`src/rtl/fft16_scheduler.sv`:
```
// Sequencer for the shared radix-2 DIT butterfly: walks every stage/butterfly in
// place over a dual-port RAM, driving addresses, twiddle index and the start/done handshake.
module fft16_scheduler #(
  parameter int unsigned LOG2N   = 4,
  parameter int unsigned TIMEOUT = 64
) (
  input  logic                      i_clk,
  input  logic                      i_rst,
  input  logic                      i_start,
  output logic                      o_busy,
  output logic                      o_done,
  output logic                      o_error,
  output logic [$clog2(LOG2N)-1:0]  o_stage,
  output logic                      o_rd_en,
  output logic [LOG2N-1:0]          o_addr_a,
  output logic [LOG2N-1:0]          o_addr_b,
  output logic [LOG2N-2:0]          o_tw_idx,
  output logic                      o_bf_start,
  input  logic                      i_bf_done,
  output logic                      o_wr_en
);

  localparam int unsigned SW = $clog2(LOG2N);
  localparam int unsigned CW = $clog2(TIMEOUT);

  typedef enum logic [2:0] {IDLE, RD, ISSUE, WAIT, WR, DONE, ERR} state_t;

  state_t           state;
  logic [LOG2N-2:0] j;
  logic [CW-1:0]    wait_cnt;
  logic [SW-1:0]    s_next;
  logic [LOG2N-2:0] j_next;
  logic             last_bf;

  // Returns {addr_a, addr_b, tw_idx} for stage st, butterfly jj.
  function automatic logic [3*LOG2N-2:0] bf_index(input logic [SW-1:0] st,
                                                  input logic [LOG2N-2:0] jj);
    int unsigned      sh;
    logic [LOG2N-1:0] jw;
    logic [LOG2N-1:0] span;
    logic [LOG2N-1:0] mask;
    logic [LOG2N-1:0] a;
    logic [LOG2N-2:0] jm;
    logic [LOG2N-2:0] tw;
    sh   = 32'(st);
    jw   = {1'b0, jj};
    span = LOG2N'(1) << sh;
    mask = span - LOG2N'(1);
    a    = ((jw >> sh) << (sh + 1)) | (jw & mask);
    jm   = jj & mask[LOG2N-2:0];
    tw   = jm << (LOG2N - 1 - sh);
    return {a, a | span, tw};
  endfunction

  always_comb begin
    j_next  = j + (LOG2N-1)'(1);
    s_next  = (j == '1) ? o_stage + SW'(1) : o_stage;
    last_bf = (o_stage == SW'(LOG2N-1)) && (j == '1);
  end

  always_ff @(posedge i_clk or posedge i_rst) begin
    if (i_rst) begin
      state      <= IDLE;
      o_busy     <= 1'b0;
      o_done     <= 1'b0;
      o_error    <= 1'b0;
      o_stage    <= '0;
      o_rd_en    <= 1'b0;
      o_addr_a   <= '0;
      o_addr_b   <= '0;
      o_tw_idx   <= '0;
      o_bf_start <= 1'b0;
      o_wr_en    <= 1'b0;
      j          <= '0;
      wait_cnt   <= '0;
    end else begin
      case (state)
        IDLE: begin
          if (i_start) begin
            o_stage <= '0;
            j       <= '0;
            o_error <= 1'b0;
            o_busy  <= 1'b1;
            o_rd_en <= 1'b1;
            {o_addr_a, o_addr_b, o_tw_idx} <= bf_index('0, '0);
            state   <= RD;
          end
        end
        RD: begin
          o_rd_en    <= 1'b0;
          o_bf_start <= 1'b1;
          state      <= ISSUE;
        end
        ISSUE: begin
          o_bf_start <= 1'b0;
          wait_cnt   <= '0;
          state      <= WAIT;
        end
        WAIT: begin
          if (i_bf_done) begin
            o_wr_en <= 1'b1;
            state   <= WR;
          end else if (wait_cnt == CW'(TIMEOUT-1)) begin
            o_error <= 1'b1;
            o_busy  <= 1'b0;
            state   <= ERR;
          end else begin
            wait_cnt <= wait_cnt + CW'(1);
          end
        end
        WR: begin
          o_wr_en <= 1'b0;
          if (last_bf) begin
            o_done <= 1'b1;
            o_busy <= 1'b0;
            state  <= DONE;
          end else begin
            // Next butterfly's indices are registered on entry to RD so they are stable for its whole lifetime.
            o_stage <= s_next;
            j       <= j_next;
            o_rd_en <= 1'b1;
            {o_addr_a, o_addr_b, o_tw_idx} <= bf_index(s_next, j_next);
            state   <= RD;
          end
        end
        DONE: begin
          o_done <= 1'b0;
          state  <= IDLE;
        end
        ERR:     state <= IDLE;
        default: state <= IDLE;
      endcase
    end
  end

endmodule
```
`config.mk`:
```
export PLATFORM = sky130hd
export DESIGN_NAME = fft16_scheduler
export DESIGN_NICKNAME = d
export VERILOG_FILES = /design/src/rtl/fft16_scheduler.sv
export SDC_FILE = /design/constraint.sdc
export NUM_CORES = 1
export LEC_CHECK = 0
export ABC_CLOCK_PERIOD_IN_PS = 8100
export CAP_MARGIN = 20
export CORE_MARGIN = 4
export CORE_UTILIZATION = 30
export DETAILED_ROUTE_END_ITERATION = 12
export PLACE_DENSITY_LB_ADDON = 0.15
export SYNTH_ARGS = -nofsm -noshare
export SYNTH_HDL_FRONTEND = slang
export SYNTH_SLANG_ARGS = --single-unit
```
`constraint.sdc`:
```
create_clock -name i_clk -period 8.1 [get_ports i_clk]
set_clock_uncertainty 0.2 [all_clocks]
set_input_delay 0.81 -clock i_clk [delete_from_list [all_inputs] [get_ports i_clk]]
set_output_delay 0.81 -clock i_clk [all_outputs]
set_load 0.005 [all_outputs]
```
==> impl_metrics.ini <==
[synth]
ys_ff_latch = 31
synthFlopType = dfrtp_1
yosys-top-cells-area = dfrtp_1 (43%), ha_1 (6.2%), nand2_1 (4.1%)
synth_cell_type_count = 56
yosysWarningCount = 0
async_reset_ff_share_pct = 100
synth_nets = 189
synthesis.instances = 176
avgSynthCellArea_sq_um = 10.3
seq_area_frac_synth_pct = 42.8
synth.most_common_cell = dfrtp_1
yosys.area.top_type = dfrtp_1
synth.cell_area_sq_mm = 0.00181
synth_top_area_share_pct = 42.8
synth_enable_flop_cells = 0
synth_commonest_cells = dfrtp_1 (31), nand2_1 (20), ha_1 (9), o21ai_0 (9)

[floorplan]
dieArea_sq_mm = 0.00735
die_h_microns = 85.7
start_util_pct = 30.8
die_w_microns = 85.7
rows = 28
pin_count = 23
coreArea_sq_mm = 0.00589

[final_layout]
insertedDiodeCount = 0
fillCellCount = 609
syn2layout_area_growth_pct = 18.9
fin_nets = 210
multi_input_area_sq_um = 953
seq_area_sq_um = 776
drive_gt1_share_pct = 8.67

[cts]
cts.clk_slew.worst_paths_ns = 0.06
cts_max_path_buffers = 2
cts.repair.resized = 0
tritoncts = built
cts-root-buf = clkbuf_8
cts.hold.buffers_added = 0
htree_num_levels = 2
cts_buffers = 5
post-cts-setup-buffer-count = 0
clock_latency_ns = 0.28
clock_sinks = 31

[pwr]
power_leakage_nw = 0.929
clkPwrFrac_pct = 19.5
peakVddDrop_mv = 0.0857
p_total_mw = 0.562
p_seq_share_pct = 44.9
swShare_pct = 37.2
pwr-share-comb_pct = 35.5
switchingPower_mw = 0.209
intPower_mw = 0.353
power_density_mw_per_mm2 = 261

[grt]
grt.total_usage_pct = 12.4
grt_pass1_wl_microns = 7160
grt_max_degree = 32
grt_pass1_vias = 1485
antenna_found_initial = 0
grt-ovfl-total = 0

[critical_path]
cp-end-kind = register
crit_path_frequent_cell = ha_1
r2r_end = o_addr_b[2]$_DFFE_PP0P_
r2r-start = j[0]$_DFFE_PP0P_
cp_data_required_time_ns = 8.06
critPathMaxStageDelay_ns = 0.48
worst_path_max_delay_cell = dfrtp_1
ff2ff_setup_slack_ns = 5.13
cp_max_fo = 10
critical_path_class = register to register
crit_start = j[0]$_DFFE_PP0P_
endpoint = o_addr_b[2]$_DFFE_PP0P_
arrival_ns = 2.92
startpoint_type = register
reg2reg_depth = 8
crit_chain = ha_1 > ha_1 > mux2_4 > ha_1 > xnor3_1 > nand4b_1 > a21oi_1 > a221o_1

[timing]
rsz0062_at_grt = no
fin_tns_setup_ns = 0
min_period_ns = 2.97
hold_violations = 0
hold_slack_ns = 0.294
slew_violations = 0
tightest_slew_ns = 0.784
finalCritPeriodShare_pct = 36.6
setup_ws_ns = 5.13
relSlewSlack_pct = 47.6
fmax_ghz = 0.337
finalSetupViolations = 0

[hold_path]
hold_path.class = register to register

[place]
dpl.hpwl_microns = 2930
routabilityCongestion = 0.796
pre_cts_slack_ns = 5.15
io_buffers = 22

[routing]
drtIter0Drc = 35
wl_microns = 4190
drtAntennaViolNets = 0
dr.pass1.iters = 4
drc = 0
viasPerCell = 5.17
via_count = 1400
wl_per_cell_microns = 15.4

[outcome]
outcome = complete, no violations

[flow_run]
drv_cap = 0
-- power by group through the flow --
| stage | combinational [mW] | sequential [mW] | clock [mW] |
|---|---|---|---|
| 2_1_floorplan | 0.145 | 0.231 | 0 |
| 3_3_place_gp | 0.197 | 0.254 | 0 |
| 3_5_place_dp | 0.202 | 0.255 | 0 |
| 4_1_cts | 0.204 | 0.252 | 0.115 |
| 5_1_grt | 0.227 | 0.261 | 0.121 |
| 6_report | 0.200 | 0.253 | 0.110 |
-- registers in the layout (all words and copies together) (netlist names), 2 cells and up --
register	count
wait_cnt	6
o_stage	2
state	3
o_addr_b	4
j	3
o_addr_a	4
o_tw_idx	3
-- layer usage --
metal | vias to the layer above | wire (microns) | GRT usage, % | part of all wire, %
li1 | 687 | - | - | -
met1 | 682 | 2010 | 16.0 | 48
met2 | 25 | 1940 | 19.7 | 46
met3 | 6 | 169 | 3.75 | 4.0
met4 | 0 | 59 | 4.46 | 1.4
met5 | - | 0 | 0 | 0
-- kinds of logic (layout without fill, tap and decap cells) --
logic type	after synthesis	after routing	synth area share, %
AOI/OAI and AO/OA	54	54	23.4
muxes	6	6	3.59
DFF	31	31	42.8
buffers and inverters	17	37	4.62
xor gates and xnor gates	3	3	3.24
adders and majority gates	9	9	6.21
and+or+nand+nor	56	56	16.1
-- worst min path at each step --
stage / from / cells after the start / end / slack (ns)
6_report: o_bf_start$_DFFE_PP0P_ / 2 / o_bf_start$_DFFE_PP0P_ / 0.29
5_1_grt: j[1]$_DFFE_PP0P_ / 1 / j[1]$_DFFE_PP0P_ / 0.32
4_1_cts: o_bf_start$_DFFE_PP0P_ / 2 / o_bf_start$_DFFE_PP0P_ / 0.30
3_5_place_dp: o_addr_a[2]$_DFFE_PP0P_ / 1 / o_addr_a[2]$_DFFE_PP0P_ / 0.28
3_3_place_gp: o_bf_start$_DFFE_PP0P_ / 2 / o_bf_start$_DFFE_PP0P_ / 0.28
2_1_floorplan: j[1]$_DFFE_PP0P_ / 1 / j[1]$_DFFE_PP0P_ / 0.27
-- layout make-up --
type	instances	area share (%)
sequential	31	36.0
tap	75	4.35
multi-input combinational	128	44.2
inverter	8	1.51
clock buffer	6	3.37
timing repair buffer	23	10.6
-- through the flow --
step                      cell area, sq um  cells  utilization, %
final                                 2160    271            36.6
after global routing                  2160    271            36.6
after CTS                             2160    271            36.6
after detailed placement              2080    265            35.4
after global placement                2080    265            35.4
after floorplan                       1810    176               -
-- cell usage in the layout (no fill, tap or decap), types with 2 or more instances in the layout --
cell	n
a211oi_1	2
a21o_1	2
a21oi_1	8
a221oi_1	2
a22o_1	6
a31oi_1	3
a32o_1	2
and2_1	2
and3_1	3
clkbuf_8	5
clkdlybuf4s50_1	22
dfrtp_1	31
ha_1	9
inv_1	6
mux2i_1	5
nand2_1	20
nand2b_1	5
nand3_1	5
nor2_1	8
nor2b_1	4
nor3_1	2
o21ai_0	9
o31ai_1	2
-- critical path: cells and delay by family, from the launching register on --
| kind | cells | cell delay (ns) |
|---|---|---|
| AND/OR/NAND/NOR | 1 | 0.10 |
| multiplexers | 1 | 0.42 |
| XOR/XNOR | 1 | 0.24 |
| adder cells (fa/ha/maj) | 3 | 1.04 |
| flip-flops | 1 | 0.48 |
| AO/OA/AOI/OAI | 2 | 0.36 |
Power figures use the tool's default switching activity.
==> variant 1, RTL diff (same flow settings) <==
Encoding of `state_t`: now one-hot (7 bits for 7 states).
--- a/src/rtl/fft16_scheduler.sv
+++ b/src/rtl/fft16_scheduler.sv
@@ -23,7 +23,7 @@
   localparam int unsigned SW = $clog2(LOG2N);
   localparam int unsigned CW = $clog2(TIMEOUT);
 
-  typedef enum logic [2:0] {IDLE, RD, ISSUE, WAIT, WR, DONE, ERR} state_t;
+  typedef enum logic [6:0] {IDLE = 7'b0000001, RD = 7'b0000010, ISSUE = 7'b0000100, WAIT = 7'b0001000, WR = 7'b0010000, DONE = 7'b0100000, ERR = 7'b1000000} state_t;
 
   state_t           state;
   logic [LOG2N-2:0] j;
Behaviour: no difference found for any inputs over 10 cycles, from zero or initial values and one cycle with i_rst high; not proved beyond that.
==> variant 1 against the original RTL <==
- via count rose by 18%
- cell area rose by 9.1%
- sequential cell count rose by 4
- non-clock buffer count did not move
- wire length rose by 18%
- power fell by 8.7%
- worst setup slack got worse by 0.044 ns
- synthesized area rose by 12%
==> variant 1: results (changes against the original RTL) <==
Route
  – Initial drt markers: 179 (was 35)
  – Drt pass-1 iters: 4 (unchanged)
  – Vias/cell: 5.56 (was 5.17)
  – WL final: 4.93 mm (was 4.19 mm)

Place
  – RePlAce Congestion: 0.839 (was 0.796)
  – Post-DP HPWL: 3.32 mm (was 2.93 mm)
  – Port Buffers: 22 (unchanged)
  – Placed Instance Area: 0.00225 mm2 (was 0.00208 mm2)

Clock tree
  – Root Driver: clkbuf_8 (unchanged)
  – Clock buffer count from CTS: 5 (unchanged)
  – CTS resizes: 0 (unchanged)
  – CTS max path bufs: 2 (unchanged)
  – Clk_lat worst skew: a little under 0.3 ns
  – Setup Fix Bufs, Post-CTS: 0 (unchanged)
  – CTS H-tree depth: 2 (unchanged)
  – Worst-path clk slew: 0.08 ns (was 0.06 ns)

Synthesis
  – Adder-Cell Fraction of Synth Area: 3.09% (was 6.21%)
  – Dominant cells by area after synthesis: dfrtp_1 (42%), ha_1 (3.1%), clkbuf_1 (2.4%) (was dfrtp_1 (43%), ha_1 (6.2%), nand2_1 (4.1%))
  – Mapped Nets: 215 (was 189)
  – Number of distinct library cells after synthesis: 57 (was 56)
  – Ys async rst share: 100% (unchanged)
  – Complex-gate fraction of the synthesized area: 23.4% (about the same)
  – Mux contribution to synthesized area: 1.54% (was 3.59%)
  – YS warnings: 0 (unchanged)
  – Post-Synth XOR/XNOR Area: 1.30% (was 3.24%)
  – Most frequent cells after synthesis: dfrtp_1 (34), clkbuf_1 (13), inv_1 (13), nor2_1 (13), nand2_1 (9) (was dfrtp_1 (31), nand2_1 (20), ha_1 (9), o21ai_0 (9))
  – Part of the Yosys area used for sequential elements: 43.3% (was 42.8%)

Global routing
  – Initial antenna violation count: 0 (unchanged)
  – Largest net degree at the start of global routing: 36 (was 32)
  – Vias in the first global route: 1622 (was 1485)
  – First-pass GRT wire length: 8.40 mm (was 7.16 mm)
  – Global Route Usage Sum: 12.5% (was 12.4%)

Worst setup path
  – Crit path DAT: 2.99 ns (was 2.92 ns)
  – Max FO, Critical Path: 18 (was 10)

Power and ir drop
  – Max rail drop VDD: 0.141 mV (was 0.0857 mV)
  – Leakage power: 0.941 nW (was 0.929 nW)

Worst hold path
  – Hold Crit Class: reg -> reg (unchanged)

Timing
  – Worst slew pin tran: 0.705 ns (was 0.784 ns)

Layout
  – Total Nets Final: 227 (was 210)
  – Layout cells sized above 1: 8.68% (was 8.67%)
  – Top flop regs: state (7), wait_cnt (6) (was wait_cnt (6), o_addr_a (4), o_addr_b (4))
  – # diodes: 0 (unchanged)

Outcome
  – Outcome: finished clean (unchanged)
variant 1: changes by cell type after synthesis, sizes merged, moves of 4 or more:
cell	unedited run	this run
nor2	9	14
nor4b	0	4
or4	0	4
clkbuf	2	13
nor3	2	8
inv	8	13
a21oi	9	4
nor4	0	5
ha	9	5
nand2	20	9
variant 1: path summary, 6_finish.rpt:
| path | slack (ns) | start | cells past startpoint | to |
|---|---|---|---|---|
| min in group asynchronous | 0.72 | i_rst | 3 | o_addr_a[2] |
| setup / recovery | 5.09 | j[0] | 7 | o_addr_b[0] |
| setup reg to reg | 5.09 | j[0] | 7 | o_addr_b[0] |
| hold reg to reg | 0.28 | o_busy | 1 | o_busy |
| hold / removal | 0.28 | o_busy | 1 | o_busy |
| max in group asynchronous | 6.63 | i_rst | 3 | state[0] |
variant 1: cell type report:
type,count,area [um2]
Inverter,13,48.8
Sequential cell,35,877
Timing Repair Buffer,23,228
Multi-Input combinational cell,140,1000
Tap cell,77,96.3
Fill cell,669,4110
Clock buffer,8,100
variant 1: metal layers:
metal / vias up / routed length (um) / track usage [%]
li1: 792 / - / -
met1: 807 / 2470 / 18.2
met2: 38 / 2150 / 18.0
met3: 9 / 220 / 3.09
met4: 0 / 81 / 4.34
met5: - / 0 / 0
variant 1: logic make-up after synthesis:
group | after synthesis
AOI/OAI and AO/OA | 60
adders and majority gates | 5
muxes | 3
xor gates and xnor gates | 3
DFF | 35
buffers and inverters | 31
and+or+nand+nor | 69
variant 1: stage by stage:
step           cells  hold slack (ns)  util [%]  setup slack (ns)  total power, mW
2_1_floorplan    206            0.270         -              5.64            0.338
3_3_place_gp     288            0.263      34.9              5.11            0.376
3_5_place_dp     288            0.270      34.9              5.08            0.375
4_1_cts          296            0.288      36.4              5.10            0.521
5_1_grt          296            0.310      36.4              4.97            0.549
6_report         296            0.282      36.4              5.09            0.514
variant 1: worst max-delay path: stages, from the launching register on:
cell and delay, ns:
dfrtp_1 0.41, ha_1 0.23, ha_1 0.41, a21bo_2 0.32
o21a_1 0.17, or3_1 0.54, inv_1 0.25, mux2_2 0.36
variant 1: power by group:
part	switching, mW	internal (mW)	total (mW)
clock network	0.0662	0.0777	0.144
logic	0.0725	0.0649	0.137
registers	0.0307	0.202	0.232
==> variant 2, RTL diff (same flow settings) <==
Made on the original files. The parameter `TIMEOUT` goes from 64 to 128.
--- a/src/rtl/fft16_scheduler.sv
+++ b/src/rtl/fft16_scheduler.sv
@@ -2,7 +2,7 @@
 // place over a dual-port RAM, driving addresses, twiddle index and the start/done handshake.
 module fft16_scheduler #(
   parameter int unsigned LOG2N   = 4,
-  parameter int unsigned TIMEOUT = 64
+  parameter int unsigned TIMEOUT = 128
 ) (
   input  logic                      i_clk,
   input  logic                      i_rst,
Check against the original RTL: no difference found for any inputs over 10 cycles, from zero or initial values and one cycle with i_rst high; that may be too few to reach the edited logic, so the function may still have changed.
==> variant 2 against the original RTL <==
- combinational power fell by 8%
- sequential cell count is 1 higher
- synthesized area decreased by 8.0%
- wire length fell by 12%
- final cell count shrank 1.1%
- register-to-register slack improved by 0.50 ns
- worst setup slack gained 0.40 ns
- power fell by 2.7%
- cell area decreased by 6.7%
- highest routed layer unchanged
==> variant 2: results (changes against the original RTL) <==
Timing
  – Hold slack final: 0.276 ns (was 0.294 ns)
  – Worst slew pin tran: 0.757 ns (was 0.784 ns)

Synthesis
  – Dominant cells by area after synthesis: dfrtp_1 (48%), nand2_1 (5.2%), o21ai_0 (5.1%) (was dfrtp_1 (43%), ha_1 (6.2%), nand2_1 (4.1%))
  – Number of distinct library cells after synthesis: 36 (was 56)
  – Mapped Nets: 187 (was 189)
  – Most frequent cells after synthesis: dfrtp_1 (32), nand2_1 (23), o21ai_0 (17), nor2_1 (14), nand3_1 (12) (was dfrtp_1 (31), nand2_1 (20), ha_1 (9), o21ai_0 (9))
  – Part of the Yosys area used for sequential elements: 48.0% (was 42.8%)
  – YS warnings: 0 (unchanged)

Power and ir drop
  – Sw Ratio: 35.9% (was 37.2%)
  – Seq pwr share: 45.8% (was 44.9%)
  – Leakage power: 0.898 nW (was 0.929 nW)
  – Comb power frac: 33.9% (was 35.5%)

Worst setup path
  – Reg2reg end: o_stage[0] (was o_addr_b[2])
  – Cell with the largest stage delay on the worst path: dfrtp_1 (unchanged)
  – Crit path DAT: 1.55 ns (was 2.92 ns)
  – Crit path capture type: primary output (was flop)
  – Worst setup path startpoint: o_stage[0] (was j[0])
  – Max FO, Critical Path: 17 (was 10)
  – Max stage delay on crit path: 0.67 ns (was 0.48 ns)
  – R2R cell count: 6 (was 8)
  – Dominant delay contributor by cell family on the critical path: flip-flops (was adder cells)

Route
  – Vias/cell: 4.97 (was 5.17)
  – Initial drt markers: 129 (was 35)
  – WL per Instance: 13.8 um (was 15.4 um)

Global routing
  – First-pass GRT wire length: 6.66 mm (was 7.16 mm)
  – Global Route Usage Sum: 12.6% (was 12.4%)
  – Vias in the first global route: 1358 (was 1485)
  – Largest net degree at the start of global routing: 33 (was 32)

Worst hold path
  – Hold Startpoint: o_addr_b[3] (was o_bf_start)
  – Worst hold endpoint: o_addr_b[3] (was o_bf_start)

Layout
  – Layout cells sized above 1: 5.56% (was 8.67%)
  – Top flop regs: wait_cnt (7), o_addr_a (4), o_addr_b (4) (was wait_cnt (6), o_addr_a (4), o_addr_b (4))
  – Total Nets Final: 206 (was 210)

Place
  – Post-DP HPWL: 2.60 mm (was 2.93 mm)
  – Placed Instance Area: 0.00193 mm2 (was 0.00208 mm2)
  – Pre-CTS WS: 5.55 ns (was 5.15 ns)
  – RePlAce Congestion: 0.793 (was 0.796)

Clock tree
  – Setup Fix Bufs, Post-CTS: 0 (unchanged)
  – CTS tree: done (unchanged)

Outcome
  – Outcome: finished clean (unchanged)
-- variant 2: layout make-up --
| class | instances | area, um2 |
|---|---|---|
| clock buffer | 6 | 72.6 |
| sequential | 32 | 801 |
| tap | 70 | 87.6 |
| timing repair buffer | 23 | 228 |
| multi-input combinational | 131 | 800 |
| clock inverter | 1 | 5.00 |
| inverter | 5 | 18.8 |
| fill | 508 | 3230 |
-- variant 2: per-stage QoR --
step	power, mW	std cells
2_1_floorplan	0.360	179
3_3_place_gp	0.435	261
3_5_place_dp	0.441	261
4_1_cts	0.558	268
5_1_grt	0.599	268
6_report	0.547	268
-- variant 2: metal layers --
metal | routed length (um) | GRT usage (%) | up-vias
li1 | - | - | 684
met1 | 1920 | 18.3 | 615
met2 | 1550 | 17.7 | 26
met3 | 166 | 3.69 | 6
met4 | 56 | 4.25 | 0
met5 | 0 | 0 | -
-- variant 2: cells by family (layout without fill, tap and decap cells) --
family / after synthesis / in the layout / share of synthesized area [%]
flip-flops: 32 / 32 / 48.0
multiplexers: 1 / 1 / 0.600
adder cells (fa/ha/maj): 4 / 4 / 3.00
AND/OR/NAND/NOR: 68 / 68 / 19.6
AO/OA/AOI/OAI: 54 / 54 / 22.7
buffers and inverters: 16 / 35 / 4.05
XOR/XNOR: 4 / 4 / 2.10
-- variant 2: worst max-delay path by stage --
stage / endpoint / slack, ns / depth (start not counted)
after floorplan: wait_cnt[5] / 6.10 / 4
after global placement: wait_cnt[5] / 5.58 / 5
after detailed placement: wait_cnt[5] / 5.55 / 5
after CTS: o_stage[0] / 5.53 / 1
after global routing: o_stage[0] / 5.40 / 6
final: o_stage[0] / 5.54 / 1
